===== src/rtl/tdm_pkg.sv =====
// Shared types and constants for the 4-channel TDM demultiplexer.
package tdm_pkg;

    localparam int NUM_SLOTS = 4;
    localparam int SLOT_W    = 2;

    typedef logic [SLOT_W-1:0] slot_t;

    typedef enum logic {
        HUNT,
        LOCKED
    } state_t;

    localparam slot_t LAST_SLOT = slot_t'(NUM_SLOTS - 1);

    function automatic slot_t next_slot(input slot_t s);
        return s + slot_t'(1);
    endfunction

endpackage


===== src/rtl/tdm_slot_counter.sv =====
// Wrapping slot counter; its value drives the remote mux address lines.
module tdm_slot_counter
    import tdm_pkg::*;
(
    input  logic  clk,
    input  logic  rst_n,
    input  logic  clr,
    input  logic  load,
    input  logic  inc,
    output slot_t slot
);

    always_ff @(posedge clk or negedge rst_n) begin
        if (!rst_n) begin
            slot <= '0;
        end else begin
            unique case (1'b1)
                clr:     slot <= '0;
                load:    slot <= slot_t'(1);
                inc:     slot <= next_slot(slot);
                default: slot <= slot;
            endcase
        end
    end

endmodule


===== src/rtl/tdm_demux4.sv =====
// 4-channel TDM demux with sync-strobe framing.
// Define TDM_DEMUX_SYNC_CHECK_EN to drop lock on a missed slot-0 sync.
module tdm_demux4
    import tdm_pkg::*;
#(
    parameter int WIDTH = 1
) (
    input  logic             clk,
    input  logic             rst_n,
    input  logic             frame_sync,
    input  logic [WIDTH-1:0] din,
    output logic             address0,
    output logic             address1,
    output logic [WIDTH-1:0] out0,
    output logic [WIDTH-1:0] out1,
    output logic [WIDTH-1:0] out2,
    output logic [WIDTH-1:0] out3,
    output logic             frame_valid,
    output logic             locked,
    output logic             sync_err
);

    state_t           state;
    slot_t            slot;
    logic [WIDTH-1:0] shadow0;
    logic [WIDTH-1:0] shadow1;
    logic [WIDTH-1:0] shadow2;

    logic hunt, resync, missed, last, mid;
    logic cnt_clr, cnt_load, cnt_inc;

    // Mutually exclusive decode of the current cycle's event.
    assign hunt   = (state == HUNT);
    assign resync = !hunt && frame_sync;
    assign missed = !hunt && !frame_sync && (slot == '0);
    assign last   = !hunt && !frame_sync && (slot == LAST_SLOT);
    assign mid    = !hunt && !frame_sync && !missed && !last;

    always_comb begin
        cnt_clr  = 1'b0;
        cnt_load = 1'b0;
        cnt_inc  = 1'b0;
        unique case (1'b1)
            hunt:   begin
                cnt_load = frame_sync;
                cnt_clr  = !frame_sync;
            end
            resync: cnt_load = 1'b1;
`ifdef TDM_DEMUX_SYNC_CHECK_EN
            missed: cnt_clr  = 1'b1;
`else
            missed: cnt_load = 1'b1;
`endif
            default: cnt_inc = 1'b1;
        endcase
    end

    tdm_slot_counter u_slot_counter (
        .clk   (clk),
        .rst_n (rst_n),
        .clr   (cnt_clr),
        .load  (cnt_load),
        .inc   (cnt_inc),
        .slot  (slot)
    );

    assign address0 = slot[0];
    assign address1 = slot[1];

    always_ff @(posedge clk or negedge rst_n) begin
        if (!rst_n) begin
            state       <= HUNT;
            locked      <= 1'b0;
            frame_valid <= 1'b0;
            sync_err    <= 1'b0;
            shadow0     <= '0;
            shadow1     <= '0;
            shadow2     <= '0;
            out0        <= '0;
            out1        <= '0;
            out2        <= '0;
            out3        <= '0;
        end else begin
            frame_valid <= 1'b0;
            sync_err    <= 1'b0;
            unique case (1'b1)
                hunt: begin
                    if (frame_sync) begin
                        shadow0 <= din;
                        state   <= LOCKED;
                        locked  <= 1'b1;
                    end
                end
                resync: begin
                    // Sync anywhere but slot 0 abandons the partial frame.
                    sync_err <= (slot != '0);
                    shadow0  <= din;
                end
                missed: begin
`ifdef TDM_DEMUX_SYNC_CHECK_EN
                    sync_err <= 1'b1;
                    state    <= HUNT;
                    locked   <= 1'b0;
`else
                    shadow0  <= din;
`endif
                end
                last: begin
                    out0        <= shadow0;
                    out1        <= shadow1;
                    out2        <= shadow2;
                    out3        <= din;
                    frame_valid <= 1'b1;
                end
                mid: begin
                    if (slot == slot_t'(1)) shadow1 <= din;
                    else                    shadow2 <= din;
                end
                default: ;
            endcase
        end
    end

endmodule


===== config.mk =====
export PLATFORM = sky130hd
export DESIGN_NAME = tdm_demux4
export DESIGN_NICKNAME = d
export VERILOG_FILES = /design/src/rtl/tdm_pkg.sv /design/src/rtl/tdm_slot_counter.sv /design/src/rtl/tdm_demux4.sv
export SDC_FILE = /design/constraint.sdc
export NUM_CORES = 1
export LEC_CHECK = 0
export CAP_MARGIN = 40
export CORE_MARGIN = 5
export CORE_UTILIZATION = 30
export CTS_CLUSTER_DIAMETER = 80
export DETAILED_ROUTE_END_ITERATION = 6
export PLACE_DENSITY = 0.51
export SKIP_CTS_REPAIR_TIMING = 1
export SLEW_MARGIN = 20
export SYNTH_ARGS = -nofsm -noshare
export SYNTH_HDL_FRONTEND = slang
export SYNTH_SLANG_ARGS = --single-unit

===== constraint.sdc =====
create_clock -name clk -period 1.6 [get_ports clk]
set_input_delay 0.16 -clock clk [delete_from_list [all_inputs] [get_ports clk]]
set_output_delay 0.16 -clock clk [all_outputs]
set_load 0.05 [all_outputs]

==> run metrics, run 1 <==
status=finished clean; global route overflow=0; Slew Limit Fails=0; Worst Setup SP=u_slot_counter.slot[0]$_DFFE_PN0P_; slew at the pin with the worst max-slew slack=285 ps; origin of the critical flop-to-flop path=u_slot_counter.slot[0]$_DFFE_PN0P_; die height=53.8 um; Tot Pwr=1.27 mW; Arrival @ worst endpoint=1650 ps; antenna violations before repair=0; CTS tree=yes; Post-Route WL=927 um; vias=338; Tot GR Track Use=0.0771; Placer Congestion=0.630; DR WL/cell=11.2 um; CP max FO=5; Skew-Pair Late Insertion Delay=270 ps; Max-Cap Viols=0; pin count of the biggest net entering global routing=9; clk slew on worst S/H paths=80 ps; Hold Fails Final Rpt=0; final setup fails=0; clock root buffer=clkbuf_4; Syn Nets=47; Final #Nets=66; Syn-to-layout area delta=30.1%; Core Area=1760 sq um; Layout Skew=2.67 ps; setup TNS=0 ps; critical path startpoint category=flip-flop; CTS Buffer Depth=2; # rows=15; ANT cells=0; Syn Inst Count=40; Unique masters post-synth=17; IR drop worst, VDD=0.790 mV; PortBufs=12; share of layout cells above drive strength 1=0.483; Initial DRC Count=2; Setup WS pre-CTS=125 ps; Die Area=2890 sq um; H-tree depth=1; WP data required=1760 ps; first-pass GRT wire length=1500 um; clock net sink count=13; Final WS setup=111 ps; Fillers=179; number of remaining DRC errors=0; period utilization=0.931; PwrDens=1710 nW/um^2; Yosys reg bits=13; Initial Util=0.326; average size of a mapped cell=14.4 sq um; first-pass iteration count of the detailed router=2; yosys warns=0; synthesized area=574 sq um; DR vias/cell=4.07; antenna-violating nets left=0; HPWL Detailed=708 um; vias in the first global route=344; CP endpoint kind=flip-flop; CTS buffer count=3; fmax=0.672 GHz; type of the most critical hold path=input port to async pin; Seq/Total Area, Yosys=0.566; CP Class=flip-flop to flip-flop; setup repair after global routing missed its margin=no; Pleak=0.400 nW; die width=53.8 um; I/O pin count=13; Final Critical Period=1490 ps; Relative slew margins=0.810
==> metrics by stage <==
stage | std cells | hold slack [ps] | util | cell area, sq um
2_1_floorplan | 40 | -136 | - | 577
3_3_place_gp | 79 | 427 | 0.409 | 721
3_5_place_dp | 79 | 419 | 0.409 | 721
4_1_cts | 83 | 120 | 0.423 | 747
5_1_grt | 83 | 132 | 0.423 | 747
6_report | 83 | 127 | 0.423 | 747
==> cells in the final DEF (no fill, tap or decap), drive strengths merged, types with 2 or more instances in the layout <==
master / netlist / routed
and3b: 2 / 2
buf: 0 / 11
clkbuf: 0 / 4
clkdlybuf4s50: 0 / 3
dfrtp: 13 / 13
ha: 3 / 3
inv: 4 / 4
mux2: 7 / 7
nand2: 2 / 2
nor2: 2 / 2
==> layout make-up <==
| class | count | area [sq um] | area share |
|---|---|---|---|
| sequential | 13 | 328 | 0.439 |
| multi-input combinational | 23 | 234 | 0.313 |
| timing repair buffer | 14 | 113 | 0.151 |
| tap | 25 | 31.3 | 0.0419 |
| clock buffer | 4 | 26.3 | 0.0352 |
| inverter | 4 | 15.0 | 0.0201 |
==> state kept, by name, summed over array words and instances (netlist names) <==
register	cells
u_slot_counter.slot	2
shadow2	1
shadow1	1
out3	1
shadow0	1
frame_valid	1
out1	1
out0	1
state	1
out2	1
sync_err	1
locked	1
==> Yosys cell counts (all sizes together) <==
cell type	number	area share
ha	3	0.065
nand3	1	0.017
nand2b	1	0.011
inv	4	0.026
nor2	2	0.013
o21ai	1	0.0087
mux2	7	0.18
a21oi	1	0.0087
a21o	1	0.013
dfrtp	13	0.57
or2	1	0.011
and3b	2	0.033
nor2b	1	0.024
nand2	2	0.026
==> critical path: stages, from the launching register on <==
cell and delay, ps:
dfrtp_2 400, inv_1 60, ha_1 250, nor2_1 180, and3b_1 200, mux2_4 290
==> worst paths after layout <==
kind,endpoint,slack (ps),cells after the start
worst min register to register,locked$_DFFE_PN0P_,460,1
worst max register to register,shadow2$_DFFE_PN0P_,110,5
max in group asynchronous,frame_valid$_DFF_PN0_,1060,2
min in group clk,locked$_DFFE_PN0P_,460,1
worst min-delay path,u_slot_counter.slot[1]$_DFFE_PN0P_,130,1
worst max-delay path,shadow2$_DFFE_PN0P_,110,5
==> cell families after synthesis <==
family | count (synthesis) | share of synthesized area
buffers and inverters | 4 | 0.0261
adder cells (fa/ha/maj) | 3 | 0.0654
AND/OR/NAND/NOR | 10 | 0.135
AO/OA/AOI/OAI | 3 | 0.0305
multiplexers | 7 | 0.176
flip-flops | 13 | 0.566
==> report_power, final <==
group	total (mW)	switching [mW]	internal (mW)
Clock	0.197	0.101	0.0965
Combinational	0.594	0.350	0.244
Sequential	0.483	0.0541	0.429
==> per-layer routing <==
metal / up-vias / track usage / part of all wire / routed length [um]
li1: 170 / - / - / -
met3: 0 / 0.0499 / 0.094 / 87
met4: 0 / 0.0255 / 0 / 0
met5: - / 0 / 0 / 0
met2: 12 / 0.105 / 0.39 / 363
met1: 156 / 0.0973 / 0.51 / 476
No activity file was read; power rests on OpenSTA's default activity.
==> run 2: changes to the inputs <==
Settings changed: CAP_MARGIN 40 to unset, TNS_END_PERCENT set to 30.
==> results of run 2 <==
Same layout as run 1: the final DEF is identical, and so are final timing and power.
==> run 3: changes to the inputs <==
Settings changed: HOLD_SLACK_MARGIN set to 0.06, SKIP_CTS_REPAIR_TIMING 1 to unset.
==> results of run 3 <==
Same layout as run 1: the final DEF is identical, and so are final timing and power.
